**config.mk**
```make
export PLATFORM = sky130hd
export DESIGN_NAME = ofmap_reader
export DESIGN_NICKNAME = d
export VERILOG_FILES = /design/src/rtl/cnnacc_pkg.sv /design/src/rtl/ofmap_rd_fifo.sv /design/src/rtl/ofmap_reader.sv
export SDC_FILE = /design/constraint.sdc
export NUM_CORES = 1
export LEC_CHECK = 0
export ABC_CLOCK_PERIOD_IN_PS = 5400
export CAP_MARGIN = 20
export CORE_MARGIN = 8
export CORE_UTILIZATION = 40
export CTS_CLUSTER_DIAMETER = 100
export DETAILED_ROUTE_END_ITERATION = 16
export SLEW_MARGIN = 10
export SYNTH_ARGS = -nofsm -noshare
export SYNTH_HDL_FRONTEND = slang
export SYNTH_SLANG_ARGS = --single-unit
export TNS_END_PERCENT = 100
```
**constraint.sdc**
```tcl
create_clock -name clk -period 5.4 [get_ports clk]
set_clock_uncertainty 0.1 [all_clocks]
set_input_delay 0.81 -clock clk [delete_from_list [all_inputs] [get_ports clk]]
set_output_delay 0.81 -clock clk [all_outputs]
set_load 0.005 [all_outputs]
```
**src/rtl/cnnacc_pkg.sv**
```systemverilog
// cnnacc_pkg: shared BRAM32k geometry, int8 lane layout and the ofmap reader state encoding.
// relu_lanes is used by ofmap_reader only when OFMAP_READER_RELU_EN is defined.
package cnnacc_pkg;

  localparam int BRAM32K_ADDR_W = 12;
  localparam int BRAM32K_DATA_W = 64;
  localparam int LANE_W         = 8;
  localparam int LANES          = 8;

  typedef enum logic [1:0] {
    IDLE  = 2'd0,
    ISSUE = 2'd1,
    DRAIN = 2'd2,
    FIN   = 2'd3
  } ofmap_state_e;

  // Clamp every signed int8 lane to zero when its sign bit is set.
  function automatic logic [LANES*LANE_W-1:0] relu_lanes(input logic [LANES*LANE_W-1:0] w);
    logic [LANES*LANE_W-1:0] r;
    r = w;
    for (int i = 0; i < LANES; i++) begin
      if (w[i*LANE_W + LANE_W - 1]) begin
        r[i*LANE_W +: LANE_W] = {LANE_W{1'b0}};
      end else begin
        r[i*LANE_W +: LANE_W] = w[i*LANE_W +: LANE_W];
      end
    end
    return r;
  endfunction

endpackage

```
**src/rtl/ofmap_rd_fifo.sv**
```systemverilog
// ofmap_rd_fifo: synchronous FIFO whose head sits in a registered output stage.
// A push into an empty FIFO shows up on rdata_o/rvalid_o the following cycle (no bypass).
module ofmap_rd_fifo #(
  parameter int WIDTH = 64,
  parameter int DEPTH = 4,
  localparam int PW = $clog2(DEPTH),
  localparam int CW = PW + 1
) (
  input  logic             clk_i,
  input  logic             rst_i,
  input  logic             push_i,
  input  logic [WIDTH-1:0] wdata_i,
  input  logic             pop_i,
  output logic [WIDTH-1:0] rdata_o,
  output logic             rvalid_o,
  output logic [CW-1:0]    count_o,
  output logic             full_o,
  output logic             empty_o
);

  logic [WIDTH-1:0] mem_q [DEPTH];
  logic [PW-1:0]    wptr_q, rptr_q;
  logic [CW-1:0]    rc_q, rc_d;
  logic [WIDTH-1:0] out_q;
  logic             out_vld_q;
  logic             pop_s, out_free_s, ring_rd_s, ring_wr_s;

  // Route a push either straight into the empty output stage or into the ring behind it.
  always_comb begin
    pop_s      = pop_i && out_vld_q;
    out_free_s = !out_vld_q || pop_s;
    ring_rd_s  = out_free_s && (rc_q != {CW{1'b0}});
    ring_wr_s  = push_i && !(out_free_s && (rc_q == {CW{1'b0}}));
    rc_d       = rc_q + CW'(ring_wr_s) - CW'(ring_rd_s);
  end

  // Ring storage; contents are don't-care until written.
  always_ff @(posedge clk_i) begin
    if (ring_wr_s) begin
      mem_q[wptr_q] <= wdata_i;
    end
  end

  // Pointers, ring occupancy and the registered output stage.
  always_ff @(posedge clk_i or posedge rst_i) begin
    if (rst_i) begin
      wptr_q    <= {PW{1'b0}};
      rptr_q    <= {PW{1'b0}};
      rc_q      <= {CW{1'b0}};
      out_q     <= {WIDTH{1'b0}};
      out_vld_q <= 1'b0;
    end else begin
      rc_q <= rc_d;
      if (ring_wr_s) wptr_q <= wptr_q + PW'(1);
      if (ring_rd_s) rptr_q <= rptr_q + PW'(1);
      if (out_free_s) begin
        if (ring_rd_s) begin
          out_q     <= mem_q[rptr_q];
          out_vld_q <= 1'b1;
        end else if (push_i) begin
          out_q     <= wdata_i;
          out_vld_q <= 1'b1;
        end else begin
          out_vld_q <= 1'b0;
        end
      end
    end
  end

  assign rdata_o  = out_q;
  assign rvalid_o = out_vld_q;
  assign count_o  = rc_q + CW'(out_vld_q);
  assign full_o   = (count_o == CW'(DEPTH));
  assign empty_o  = (count_o == {CW{1'b0}});

  ofmap_rd_fifo_chk u_chk (
    .clk_i  (clk_i),
    .rst_i  (rst_i),
    .push_i (push_i),
    .pop_i  (pop_s),
    .full_i (full_o)
  );

endmodule

// Overflow monitor: a push into a full FIFO is only legal together with a pop.
module ofmap_rd_fifo_chk (
  input logic clk_i,
  input logic rst_i,
  input logic push_i,
  input logic pop_i,
  input logic full_i
);

  a_no_overflow: assert property (@(posedge clk_i) disable iff (rst_i) !(push_i && full_i && !pop_i))
    else $error("ofmap_rd_fifo: push into full FIFO");

endmodule

```
**src/rtl/ofmap_reader.sv**
```systemverilog
// ofmap_reader: drains output feature-map words from BRAM32k port A onto a valid/ready stream.
// Reads are credit-limited by buffer space; define OFMAP_READER_RELU_EN to zero negative int8 lanes.
module ofmap_reader
  import cnnacc_pkg::*;
#(
  parameter int ADDR_W     = BRAM32K_ADDR_W,
  parameter int DATA_W     = BRAM32K_DATA_W,
  parameter int RD_LAT     = 2,
  parameter int FIFO_DEPTH = 4
) (
  input  logic              clk,
  input  logic              rst,
  input  logic              start,
  input  logic [ADDR_W-1:0] base_addr,
  input  logic [ADDR_W:0]   word_cnt,
  input  logic              wr_busy,
  output logic [ADDR_W-1:0] addr_BRAM32k_1,
  input  logic [DATA_W-1:0] dout_BRAM32k_1,
  output logic [DATA_W-1:0] m_data,
  output logic              m_valid,
  input  logic              m_ready,
  output logic              busy,
  output logic              done
);

  localparam int              CW      = $clog2(FIFO_DEPTH) + 1;
  localparam logic [CW:0]     DEPTH_C = (CW+1)'(FIFO_DEPTH);
  localparam logic [ADDR_W:0] ONE_C   = (ADDR_W+1)'(1);

  ofmap_state_e      state_q;
  logic [ADDR_W-1:0] base_q, addr_q;
  logic [ADDR_W:0]   cnt_q, issued_q, accepted_q;
  logic [RD_LAT-1:0] tag_q, tag_d;
  logic              busy_q, done_q;
  logic [CW-1:0]     inflight_s, fifo_count_s;
  logic              issue_s, push_s, accept_s, fifo_full_s, fifo_empty_s;
  logic [DATA_W-1:0] push_data_s;

  // Reads still travelling through the BRAM pipeline.
  always_comb begin
    inflight_s = {CW{1'b0}};
    for (int i = 0; i < RD_LAT; i++) begin
      inflight_s = inflight_s + CW'(tag_q[i]);
    end
  end

  // Every outstanding read already owns a buffer slot, so a returning word can never be dropped.
  assign issue_s = (state_q == ISSUE) && !wr_busy && (issued_q != cnt_q) && !fifo_full_s
                && (({1'b0, inflight_s} + {1'b0, fifo_count_s}) < DEPTH_C);
  assign push_s   = tag_q[RD_LAT-1];
  assign accept_s = m_ready && !fifo_empty_s;

`ifdef OFMAP_READER_RELU_EN
  assign push_data_s = relu_lanes(dout_BRAM32k_1);
`else
  assign push_data_s = dout_BRAM32k_1;
`endif

  // Next tag vector: shift toward the push end and insert this cycle's issue.
  always_comb begin
    tag_d    = tag_q << 1'b1;
    tag_d[0] = issue_s;
  end

  // Read-tag shift register aligned with the BRAM read latency.
  always_ff @(posedge clk or posedge rst) begin
    if (rst) begin
      tag_q <= {RD_LAT{1'b0}};
    end else begin
      tag_q <= tag_d;
    end
  end

  // Transfer FSM with its counters and registered address/busy/done outputs.
  always_ff @(posedge clk or posedge rst) begin
    if (rst) begin
      state_q    <= IDLE;
      base_q     <= {ADDR_W{1'b0}};
      addr_q     <= {ADDR_W{1'b0}};
      cnt_q      <= {(ADDR_W+1){1'b0}};
      issued_q   <= {(ADDR_W+1){1'b0}};
      accepted_q <= {(ADDR_W+1){1'b0}};
      busy_q     <= 1'b0;
      done_q     <= 1'b0;
    end else begin
      case (state_q)
        IDLE: begin
          if (start) begin
            base_q     <= base_addr;
            cnt_q      <= word_cnt;
            issued_q   <= {(ADDR_W+1){1'b0}};
            accepted_q <= {(ADDR_W+1){1'b0}};
            busy_q     <= 1'b1;
            if (word_cnt == {(ADDR_W+1){1'b0}}) begin
              state_q <= FIN;
              done_q  <= 1'b1;
            end else begin
              state_q <= ISSUE;
            end
          end
        end
        ISSUE: begin
          if (issue_s) begin
            addr_q   <= base_q + issued_q[ADDR_W-1:0];
            issued_q <= issued_q + ONE_C;
            if ((issued_q + ONE_C) == cnt_q) state_q <= DRAIN;
          end
          if (accept_s) accepted_q <= accepted_q + ONE_C;
        end
        DRAIN: begin
          if (accept_s) begin
            accepted_q <= accepted_q + ONE_C;
            if ((accepted_q + ONE_C) == cnt_q) begin
              state_q <= FIN;
              done_q  <= 1'b1;
            end
          end
        end
        FIN: begin
          state_q <= IDLE;
          busy_q  <= 1'b0;
          done_q  <= 1'b0;
        end
        default: begin
          state_q <= IDLE;
          busy_q  <= 1'b0;
          done_q  <= 1'b0;
        end
      endcase
    end
  end

  ofmap_rd_fifo #(
    .WIDTH (DATA_W),
    .DEPTH (FIFO_DEPTH)
  ) u_fifo (
    .clk_i   (clk),
    .rst_i   (rst),
    .push_i  (push_s),
    .wdata_i (push_data_s),
    .pop_i   (accept_s),
    .rdata_o (m_data),
    .rvalid_o(m_valid),
    .count_o (fifo_count_s),
    .full_o  (fifo_full_s),
    .empty_o (fifo_empty_s)
  );

  assign addr_BRAM32k_1 = addr_q;
  assign busy           = busy_q;
  assign done           = done_q;

endmodule

```
### Yosys cells after proc, flatten, opt, wreduce, memory -nomap -nowiden

Memories as Yosys holds them, arrays and structs flattened.
Index checks and enable logic that the tools add are counted.

| storage, ports and cells | value |
|---|---|
| bits of input ports | 94 |
| memory bits (writable) | 256 |
| ROM bits | 0 |
| output and inout port bits | 79 |
| logic and storage cells | 99 |
| register bits | 141 |
| memories | 1 |
| bits in latches | 0 |

| operators by class | value |
|---|---|
| eq/ne operators | 14 |
| order comparisons | 1 |
| divide/modulo/power cells | 0 |
| reduce and logical (&&, ||, !) cells | 34 |
| bitwise gates (word level) | 0 |
| mux-type cells | 25 |
| multipliers | 0 |
| $add $sub $neg | 10 |
| shift-type cells | 0 |

Memories:

| memory | depth | bits a word | read ports | clocked after Yosys merged registers in | write ports | RTL line | RTL |
|---|---|---|---|---|---|---|---|
| u_fifo.mem_q | 4 | 64 | 1 | 0 | 1 | ofmap_rd_fifo.sv:21 | `logic [WIDTH-1:0] mem_q [DEPTH];` |

Operator list:

| kind | count |
|---|---|
| 64-bit 2-to-1 mux | 2 |
| 13-bit case mux with 2 select lines | 2 |
| 13-bit 2-to-1 mux | 3 |
| 13-bit by 1-bit adder with 13-bit output (second input constant) | 2 |
| 13-bit == test | 2 |
| 13-bit logical NOT | 1 |
| 13-bit != test | 1 |
| 12-bit adder | 1 |
| 2-bit 2-to-1 mux | 6 |
| 5-bit AND reduction | 2 |
| 1-bit logical AND | 9 |
| 1-bit 2-to-1 mux | 9 |
| 2-bit != test (second input constant) | 4 |
| 2-bit case mux with 4 select lines | 1 |
| 2-bit AND reduction | 4 |
| 2-bit nonzero test | 4 |
| 3-bit by 1-bit adder with 3-bit output | 2 |
| 3-bit logical NOT | 2 |
| 2-bit by 1-bit != test with 1-bit output (second input constant) | 3 |
| 3-bit AND reduction | 2 |
| 3-bit nonzero test | 2 |
| 1-bit logical NOT | 5 |
| 2-bit by 1-bit adder with 2-bit output (second input constant) | 2 |
| 2-bit by 3-bit adder with 4-bit output | 1 |
| other kinds (11) | 12 |

### Depth between registers and ports, before layout

| logic depth | value |
|---|---|
| depth in word-level cells | 11 |
| depth in mapped cells | 12 |
| gate-level depth less buffers | 11 |

### Cells and area by module

A second synthesis with hierarchy kept.

| unflattened totals | value |
|---|---|
| cells, all modules | 1059 |
| area total of the unflattened synthesis | 17043.8 sq um |

By module, submodules not included:

| module | times used | cells an instance | area an instance (sq um) | sequential area each (sq um) |
|---|---|---|---|---|
| ofmap_rd_fifo | 1 | 607 | 12726.0 | 9489.1 |
| ofmap_reader | 1 | 452 | 4317.9 | 1726.7 |

### Least setup slack after synthesis

No wires, ideal clock.

| timing path | value |
|---|---|
| path type | reg2reg |
| start | register u_fifo.out_vld_q (netlist: u_fifo.rvalid_o) |
| end | memory u_fifo.mem_q[0][0], enable pin |
| arrival time | 3.451 ns |
| setup time | 0.429 ns |
| data required time | 4.871 ns |
| buffers on the path | 0 |
| path slack | 1.420 ns |
| period minus slack after synthesis | 3.980 ns |
| stages on the path, launching flop included | 8 |
| cells stage by stage | dfrtp_1 ha_1 ha_1 xor2_1 o31ai_1 nand2_1 a21boi_1 and2_1 |

| between the ends | value |
|---|---|
| longest elaborated chain between the ends | 11 |
| elaborated cells on any way between the ends | 12 |
| those cells by class | add/sub: 1; mux: 2; reduce/logical: 9 |

RTL lines:

| element | RTL line | RTL |
|---|---|---|
| start: declaration | ofmap_rd_fifo.sv:25 | `logic out_vld_q;` |
| start signal: assignment | ofmap_rd_fifo.sv:51 | `out_vld_q <= 1'b0;` |
| start signal: assignment | ofmap_rd_fifo.sv:59 | `out_vld_q <= 1'b1;` |
| start signal: assignment | ofmap_rd_fifo.sv:62 | `out_vld_q <= 1'b1;` |
| 3-bit by 1-bit adder with 3-bit output | ofmap_rd_fifo.sv:72 | `assign count_o = rc_q + CW'(out_vld_q);` |
| 3-bit logical NOT | ofmap_rd_fifo.sv:74 | `assign empty_o = (count_o == {CW{1'b0}});` |
| 1-bit logical NOT | ofmap_reader.sv:51 | `assign accept_s = m_ready && !fifo_empty_s;` |
| 1-bit logical AND | ofmap_reader.sv:51 |  |
| 1-bit logical AND | ofmap_rd_fifo.sv:30 | `pop_s = pop_i && out_vld_q;` |
| 1-bit logical OR (*) | ofmap_rd_fifo.sv:31 | `out_free_s = !out_vld_q \|\| pop_s;` |
| 1-bit logical AND (*) | ofmap_rd_fifo.sv:33 | `ring_wr_s = push_i && !(out_free_s && (rc_q == {CW{1'b0}}));` |
| 1-bit logical NOT (*) | ofmap_rd_fifo.sv:33 |  |
| 1-bit logical AND (*) | ofmap_rd_fifo.sv:33 |  |
| via u_fifo.ring_wr_s | ofmap_rd_fifo.sv:26 | `logic pop_s, out_free_s, ring_rd_s, ring_wr_s;` |
| 1-bit 2-to-1 mux (*) | ofmap_rd_fifo.sv:39 | `if (ring_wr_s) begin` |
| 1-bit 2-to-1 mux (implied by the code) (*) | ofmap_rd_fifo.sv:40 | `mem_q[wptr_q] <= wdata_i;` |
| end: declaration | ofmap_rd_fifo.sv:21 |  |

Mark *: on every way through the listed nets, which the timed path passes. The rest lies on a longest branch.

### Worst setup path in the final report

| timing path | value |
|---|---|
| start | register u_fifo.out_vld_q (netlist: u_fifo.rvalid_o) |
| end | register issued_q[11] |

| between the ends | value |
|---|---|
| longest elaborated chain between the ends | 7 |
| elaborated cells on any way between the ends | 9 |
| those cells by class | add/sub: 2; order compare: 1; eq/ne: 2; reduce/logical: 4 |

RTL lines:

| element | RTL line | RTL |
|---|---|---|
| 3-bit by 1-bit adder with 3-bit output (*) | ofmap_rd_fifo.sv:72 |  |
| parallel branches: the longest is 3 deep, another holds 2-bit by 3-bit adder with 4-bit output | n/a |  |
| 1-bit logical AND (*) | ofmap_reader.sv:49 | `&& (({1'b0, inflight_s} + {1'b0, fifo_count_s}) < DEPTH_C);` |
| 2-bit != test (no source line) (*) | n/a |  |
| 3-bit AND reduction (no source line) (*) | n/a |  |
| end signal: assignment | ofmap_reader.sv:81 | `issued_q <= {(ADDR_W+1){1'b0}};` |
| end signal: assignment | ofmap_reader.sv:91 | `issued_q <= {(ADDR_W+1){1'b0}};` |
| end signal: assignment | ofmap_reader.sv:105 | `issued_q <= issued_q + ONE_C;` |
| end: declaration | ofmap_reader.sv:32 | `logic [ADDR_W:0] cnt_q, issued_q, accepted_q;` |

Every way passes the cells marked *.
A chain may end at the register's enable or synchronous reset.

==> impl_results.md <==
* First-pass GRT wire length at 60840 um
* Crit path DAT at 4.01 ns
* Clk Latency, worst-skew pair at 0.56 ns
* First drt pass iteration count at 4
* Final Max Slew Viols at 0
* Run status: finished, final reports clean
* VDD IR max at 481.8 uV
* Finished Layout Cells at 1844
* Slew margin rel. at 31.26%
* Vias/cell at 5.198
* Peak fanout along the critical path at 31
* RSZ-0062 raised after global routing: no
* DIE WIDTH at 220.9 um
* IO buf count at 172
* Hold Vio Cnt, Final at 0
* Vias at 9586
* Required @ worst endpoint at 5.72 ns
* Startpoint Class: flip-flop
* Synth unique cells at 59
* Setup tns final at 0 ns
* FF+latch count, synth at 397
* DIE AREA at 48800 um2
* Iteration-0 DRC Markers at 491
* Most common flop cell mapped by yosys: edfxtp_1
* GPL Wtd Cong at 0.8163
* Area growth syn-to-layout at 23.45%
* Fraction of layout instances using a drive strength above 1 at 15.18%
* Placed Cells at 1762
* ANT nets after route at 0
* Post-synth EDFFs at 256
* Netlist Area Pre-Place at 16800 um2
* Cts hold-fix bufs at 0
* Min-Delay Path Class: reg2reg
* Power per cell area at 545.1 nW/um2
* Period utilization at 68.30%
* Yosys warning total at 0
* # clock sinks at 397
* Achievable frequency at 271.2 MHz
* WS Path Type: reg2reg
* Lkg Pwr at 7.590 nW
* Vias in the first global route at 10350
* Avg Cell Area, Syn at 15.49 um2
* Core outline area at 41670 um2
* Ports at 173
* Max_cap viols at 0
* Endpoints failing setup at 0
* Post-CTS Setup Inserts at 0
* DR DRC count at 0
* Fin nets at 1391
* Initial antenna violation count at 4
* Cts repair resizes at 0
* Die span in y at 220.9 um
* Fraction of registers with async set/reset at 35.52%
* Total GRT Usage at 15.60%
* Critical Path End Type: flip-flop
* Crit path time final at 3.688 ns
* Largest net degree at the start of global routing at 129
* # rows at 75
* CTS H-tree depth at 2
* Register area share after synthesis at 66.78%
* Global route overflow at 0
* Clock tree root buffer cell: clkbuf_16
* Initial core utilization at 40.31%
* Syn nets at 1206
* Worst slew pin tran at 1.031 ns
* Clk slew on worst S/H paths at 0.06 ns
* WL final at 38140 um
* Filler instances at 3551
* Worst-case clock buffer depth at 3
* CTS tree: done
* Post-synthesis cell count at 1084
* Num CTS Buffers at 44
* Wirelength per Cell at 20.68 um
* Post-DP HPWL at 24300 um
-- power breakdown --
part / switching, mW / internal (mW)
registers: 0.533 / 3.89
clock network: 1.21 / 1.97
logic: 1.78 / 1.92
total: 3.53 / 7.77
-- per-stage QoR --
step                      total power [mW]  area (um2)  hold WS (ns)  utilization (%)  worst slack [ns]
after floorplan                      6.745       16800        0.2597                -            0.7088
after global placement               8.208       19180        0.3030            46.04             1.757
after detailed placement             8.245       19180        0.3044            46.04             1.716
after CTS                            11.51       20730        0.3074            49.76             1.725
after global routing                 11.97       20730        0.3145            49.76             1.381
final                                11.30       20730        0.3010            49.77             1.712
-- Yosys cell counts, types with 2 or more instances --
| cell | count | area, um2 |
|---|---|---|
| a21o_1 | 7 | 52.55 |
| a21oi_1 | 82 | 410.4 |
| a22o_1 | 3 | 26.28 |
| a31oi_1 | 5 | 31.28 |
| and2_1 | 7 | 43.79 |
| and3_1 | 7 | 43.79 |
| buf_1 | 8 | 30.03 |
| buf_2 | 9 | 45.04 |
| buf_6 | 4 | 45.04 |
| clkbuf_1 | 29 | 108.9 |
| dfrtp_1 | 141 | 3528 |
| edfxtp_1 | 256 | 7687 |
| fa_1 | 2 | 40.04 |
| ha_1 | 26 | 325.3 |
| inv_1 | 18 | 67.56 |
| mux2_2 | 27 | 304.0 |
| mux2i_1 | 65 | 650.6 |
| mux4_2 | 64 | 1441 |
| nand2_1 | 42 | 157.7 |
| nand2b_1 | 4 | 25.02 |
| nand3_1 | 12 | 60.06 |
| nand3_4 | 2 | 35.03 |
| nand4_1 | 6 | 37.54 |
| nor2_1 | 90 | 337.8 |
| nor2b_1 | 4 | 25.02 |
| nor3_1 | 11 | 55.05 |
| nor4_1 | 5 | 31.28 |
| o211ai_1 | 2 | 15.01 |
| o21ai_0 | 44 | 220.2 |
| o221ai_1 | 2 | 17.52 |
| o31ai_1 | 9 | 67.56 |
| o41ai_1 | 3 | 26.28 |
| o41ai_2 | 2 | 32.53 |
| or3_1 | 4 | 25.02 |
| xnor2_1 | 36 | 315.3 |
| xor2_1 | 23 | 201.4 |
-- layer usage --
metal	vias to the layer above	share of wire [%]	track usage (%)	routed length, um
met2	182	48	25.62	18420
li1	4488	-	-	-
met4	6	2.0	3.874	755
met5	-	0.10	0	40
met1	4848	44	20.20	16870
met3	62	5.4	4.576	2056
-- cell type report --
| class | count | area, um2 | area share, % |
|---|---|---|---|
| antenna | 1 | 2.502 | 0.01207 |
| timing repair buffer | 190 | 1894 | 9.136 |
| clock buffer | 59 | 1217 | 5.871 |
| inverter | 18 | 72.57 | 0.3500 |
| tap | 539 | 674.4 | 3.252 |
| sequential | 397 | 11220 | 54.12 |
| clock inverter | 22 | 332.8 | 1.605 |
| multi-input combinational | 618 | 5320 | 25.66 |
-- worst paths after layout --
check | startpoint | to | slack, ns | cells after the start
hold reg to reg | tag_q[0] | tag_q[1] | 0.30 | 0
min in group asynchronous | rst | accepted_q[10] | 0.68 | 2
setup reg to reg | u_fifo.rvalid_o | issued_q[11] | 1.71 | 10
setup / recovery | u_fifo.rvalid_o | issued_q[11] | 1.71 | 10
max in group asynchronous | rst | cnt_q[8] | 3.49 | 3
hold / removal | tag_q[0] | tag_q[1] | 0.30 | 0
-- critical path: stages (launching register included) --
cell and delay [ns]:
dfrtp_1 0.47, ha_1 0.36, ha_1 0.28, a21o_1 0.17, a2111oi_0 0.79, o41ai_4 0.18, buf_4 0.27, nor2_1 0.53
nand4_1 0.19, xor2_1 0.16, nor2_1 0.05
-- state kept, by name, indices dropped and copies added (netlist names) --
name and flops:
u_fifo.wptr_q 2, state_q 2, addr_BRAM32k_1 12, u_fifo.mem_q 256, u_fifo.rptr_q 2, done 1, base_q 12, accepted_q 13
u_fifo.rdata_o 64, u_fifo.rvalid_o 1, u_fifo.rc_q 3, cnt_q 13, busy 1, tag_q 2, issued_q 13
-- cell families (layout without fill, tap and decap cells) --
logic type | after synthesis | count (layout) | share of synthesized area [%]
AOI/OAI and AO/OA | 170 | 170 | 6.034
xor gates and xnor gates | 59 | 59 | 3.077
adders and majority gates | 29 | 29 | 2.235
buffers and inverters | 69 | 289 | 1.810
DFF | 397 | 397 | 66.78
muxes | 156 | 156 | 14.27
other | 0 | 1 | 0
and+or+nand+nor | 204 | 204 | 5.803
-- placed cells by master, fill, tap and decap left out, types with 9 or more instances in the layout --
cell type        instances
nor2_1                  90
buf_4                   15
clkbuf_1                 9
nand2_1                 42
mux2i_1                 65
nor3_1                  11
xor2_1                  23
nand3_1                 12
o21ai_0                 44
a21oi_1                 80
mux2_2                  27
clkdlybuf4s50_1        172
ha_1                    26
inv_1                   17
mux4_2                  64
xnor2_1                 36
dfrtp_1                139
o31ai_1                  9
edfxtp_1               256
clkbuf_16               44
No activity file was read; power rests on OpenSTA's default activity.
==> variant 1, RTL diff (config.mk and constraints unchanged) <==
Change the parameter `RD_LAT` from 2 to 1.
--- a/src/rtl/ofmap_reader.sv
+++ b/src/rtl/ofmap_reader.sv
@@ -5,7 +5,7 @@
 #(
   parameter int ADDR_W     = BRAM32K_ADDR_W,
   parameter int DATA_W     = BRAM32K_DATA_W,
-  parameter int RD_LAT     = 2,
+  parameter int RD_LAT     = 1,
   parameter int FIFO_DEPTH = 4
 ) (
   input  logic              clk,
Behaviour: not the same (a bounded check fails within 4 cycles, from zero or initial values and one cycle with rst high).
==> variant 1 against the unedited design <==
  * Combinational power grew 4%
  * Worst setup slack lost 0.012 ns
  * Largest cell class unchanged
  * Worst hold slack gained 0.10 ns
  * Synthesized cell count grew 1.2%
  * Sequential power is essentially flat
  * Sequential cell count shrank 1
  * Critical path depth shrank 2
  * Power shrank 1.1%
  * Wire length shrank 0.18%
  * Maximum frequency shrank 0.32%
  * Clock power shrank 8.5%
  * Design area shrank 0.34%
  * Area after synthesis grew 0.59%
  * Count of clock-buffer cells in the layout grew 1
  * Largest power group unchanged
==> variant 1: results <==
[outcome]
status = complete, no violations

[global_routing]
grt_start_max_net_pins = 80
met3_usage_pct = 4.047
globalRouteMet2Util_pct = 24.84
track_usage_pct = 15.50
met1_usage_pct = 20.89
first_global_vias = 10200
grt_pass1_wl_um = 60610

[finish]
comb.multi_input.count = 626
num-nonclk-buffers = 193
buf_share_pct = 9.083
nonClockInverterCount = 20
drive_gt1_share_pct = 15.59
final-clk-cell-share_pct = 6.836
seq-cell-share_pct = 54.18
multiInputGateArea_sq_um = 5421
nClkBuffers = 60
fill_cells = 3540

[yosys]
synth_compound_area_share_pct = 5.769
ys_async_sr_fraction_pct = 35.35
synth.area.top_cells = edfxtp_1, dfrtp_1, mux4_2
yosys_warnings = 0
postSynthNetCount = 1218
synthMuxAreaShare_pct = 14.86
yosys-top-cells-count = edfxtp_1, dfrtp_1, nor2_1
synth_xor_area_share_pct = 3.007
synth_adder_area_share_pct = 2.088

[pwr]
p_comb_share_pct = 34.3
swShare_pct = 32.25
p_clk_mw = 2.92
ir_drop_uv = 279.8
leakage_nw = 7.462

[place]
routabilityCongestion = 0.7929
dp_hpwl_um = 25160
place_area_sq_um = 19240

[route]
wirelength_met1_um = 17510
post_drt_wl_per_cell_um = 20.52
wl_met2_um = 17880
met3_length_um = 1970
drt_iter0_drc = 626

[critical_path]
arrival_ns = 3.83
slowest_delay_ns = 0.62
path_max_fanout = 36
r2r_cells = 8
slowest_stage = and2_4
critPathCapture = u_fifo.mem_q[1][40]$_DFFE_PP_

[clock_tree]
cts_made_buffers = 43
cts.sinks = 396
cts_resized = 0

[timing]
worst_slew_margin_rel_pct = 35.89
whs_ns = 0.4054

[min_path]
hp-start = addr_BRAM32k_1[3]$_DFFE_PP0P_
holdPathEnd = addr_BRAM32k_1[3]$_DFFE_PP0P_
[variant 1: cell count changes in the layout (fill, tap and decap cells not counted), sizes merged, moves of 4 or more]
cell and change:
nor3 -4, o21ai -15, o211ai +4, nand3 +8, o31ai +7, or4 +4, and2 +4, bufinv -5
nor2 -5, a21o -5, mux2 +9
[variant 1: worst max-delay path: cells and delay by family (launching register included)]
kind | cells | cell delay (ns)
AOI/OAI and AO/OA | 2 | 1.03
and+or+nand+nor | 2 | 0.78
DFF | 1 | 0.47
adders and majority gates | 2 | 0.42
buffers and inverters | 1 | 0.39
xor gates and xnor gates | 1 | 0.16
[variant 1: per-stage QoR]
stage	power (mW)	setup slack, ns	utilization (%)	cells
6_report	11.18	1.700	49.37	1855
3_5_place_dp	8.397	1.151	45.98	1773
2_1_floorplan	6.845	0.7371	-	1097
4_1_cts	11.37	1.154	49.35	1853
3_3_place_gp	8.331	1.350	45.98	1773
5_1_grt	11.85	1.446	49.37	1854
==> variant 2, RTL diff (config.mk and constraints unchanged) <==
Without the edit above. The 4 states of `ofmap_state_e` get a Gray code encoding in 2 bits.
--- a/src/rtl/cnnacc_pkg.sv
+++ b/src/rtl/cnnacc_pkg.sv
@@ -8,10 +8,10 @@
   localparam int LANES          = 8;
 
   typedef enum logic [1:0] {
-    IDLE  = 2'd0,
-    ISSUE = 2'd1,
-    DRAIN = 2'd2,
-    FIN   = 2'd3
+    IDLE  = 2'b00,
+    ISSUE = 2'b01,
+    DRAIN = 2'b11,
+    FIN   = 2'b10
   } ofmap_state_e;
 
   // Clamp every signed int8 lane to zero when its sign bit is set.
Check against the original RTL: same outputs for any inputs over 4 cycles, from zero or initial values and one cycle with rst high; so few cycles prove little.
==> variant 2 against the unedited design <==
  * Clock power is 8.5% lower
  * Power fell by 0.77%
  * Cell count rose by 3.1%
  * Count of clock-buffer cells in the layout increased by 3
  * Sequential cell count is the same
  * Wire length fell by 0.68%
  * Area after synthesis is 0.30% higher
  * First-iteration DRC count rose by 24%
  * Via count up 3.9%
  * Critical path type unchanged
  * Critical path depth decreased by 2
  * Sequential share of layout area up 0.28 points
  * Worst setup slack lost 0.12 ns
  * Design area decreased by 0.52%
==> variant 2: results <==
[global_routing]
first_global_vias = 10410
met1_usage_pct = 20.83
globalRouteMet2Util_pct = 24.67
grt_start_max_net_pins = 82
met3_usage_pct = 3.518
antenna_found_initial = 1
track_usage_pct = 15.36
grt_pass1_wl_um = 60130

[route]
met3_length_um = 1878
post_drt_wl_per_cell_um = 19.93
drt_pass1_iterations = 5
wl_met2_um = 17850
drt_iter0_drc = 609
wirelength_met1_um = 17410
via_per_inst = 5.238

[place]
place_area_sq_um = 19190
pre_cts_slack_ns = 1.467
dp_hpwl_um = 23800
routabilityCongestion = 0.7822
dp_cells = 1821

[yosys]
yosys-top-cells-count = edfxtp_1, dfrtp_1, nand2_1
postSynthNetCount = 1274
synth_cell_types = 62
yosysSeqAreaShare_pct = 66.58
synth_cells = 1156
synth.area.top_cells = edfxtp_1, dfrtp_1, mux4_2

[floorplanning]
dieArea_sq_um = 48940

[finish]
finalNonFillerCells = 1901
nets = 1446
antennaDiodeCount = 0
drive_gt1_share_pct = 12.19

[timing]
tightest_slew_ns = 0.9989
setup_ws_ns = 1.589

[pwr]
ir_drop_uv = 352.1
leakage_nw = 7.588

[critical_path]
path_max_fanout = 26
slowest_delay_ns = 0.66
slowest_stage = and2_2
arrival_ns = 3.92

[outcome]
status = complete, no violations

[min_path]
hold_path.class = flip-flop to flip-flop

[clock_tree]
clk_latency_ns = 0.55
cts_made_buffers = 43
cts_resized = 0
## variant 2: final cells by class
type	instances	area [sq um]
Clock buffer	62	1207
Inverter	22	87.58
Tap cell	539	674.4
Fill cell	3607	21130
Multi-Input combinational cell	676	5306
Clock inverter	17	198.9
Timing Repair Buffer	188	1932
Sequential cell	397	11220
## variant 2: logic make-up (layout without fill, tap and decap cells)
| group | count (synthesis) | count (layout) | synth area share [%] |
|---|---|---|---|
| XOR/XNOR | 55 | 55 | 2.860 |
| flip-flops | 397 | 397 | 66.58 |
| multiplexers | 134 | 134 | 12.72 |
| AO/OA/AOI/OAI | 179 | 179 | 6.336 |
| AND/OR/NAND/NOR | 284 | 284 | 7.568 |
| buffers and inverters | 83 | 289 | 2.065 |
| adder cells (fa/ha/maj) | 24 | 24 | 1.872 |
## variant 2: power by group
part / switching (mW) / internal [mW] / total (mW)
logic: 1.92 / 1.94 / 3.86
clock network: 1.20 / 1.71 / 2.92
registers: 0.494 / 3.95 / 4.44
total: 3.61 / 7.60 / 11.2
## variant 2: final timing paths
kind                                             startpoint                              to  slack (ns)  depth (start not counted)
max in group asynchronous                               rst    u_fifo.wptr_q[1]$_DFFE_PP0P_        3.72                          3
worst min register to register           tag_q[0]$_DFF_PP0_              tag_q[1]$_DFF_PP0_        0.29                          0
worst max register to register  u_fifo.rvalid_o$_DFFE_PP0P_   u_fifo.mem_q[3][45]$_DFFE_PP_        1.59                          8
worst max-delay path            u_fifo.rvalid_o$_DFFE_PP0P_   u_fifo.mem_q[3][45]$_DFFE_PP_        1.59                          8
min in group asynchronous                               rst  u_fifo.rdata_o[42]$_DFFE_PP0P_        0.60                          2
worst min-delay path                     tag_q[0]$_DFF_PP0_              tag_q[1]$_DFF_PP0_        0.29                          0
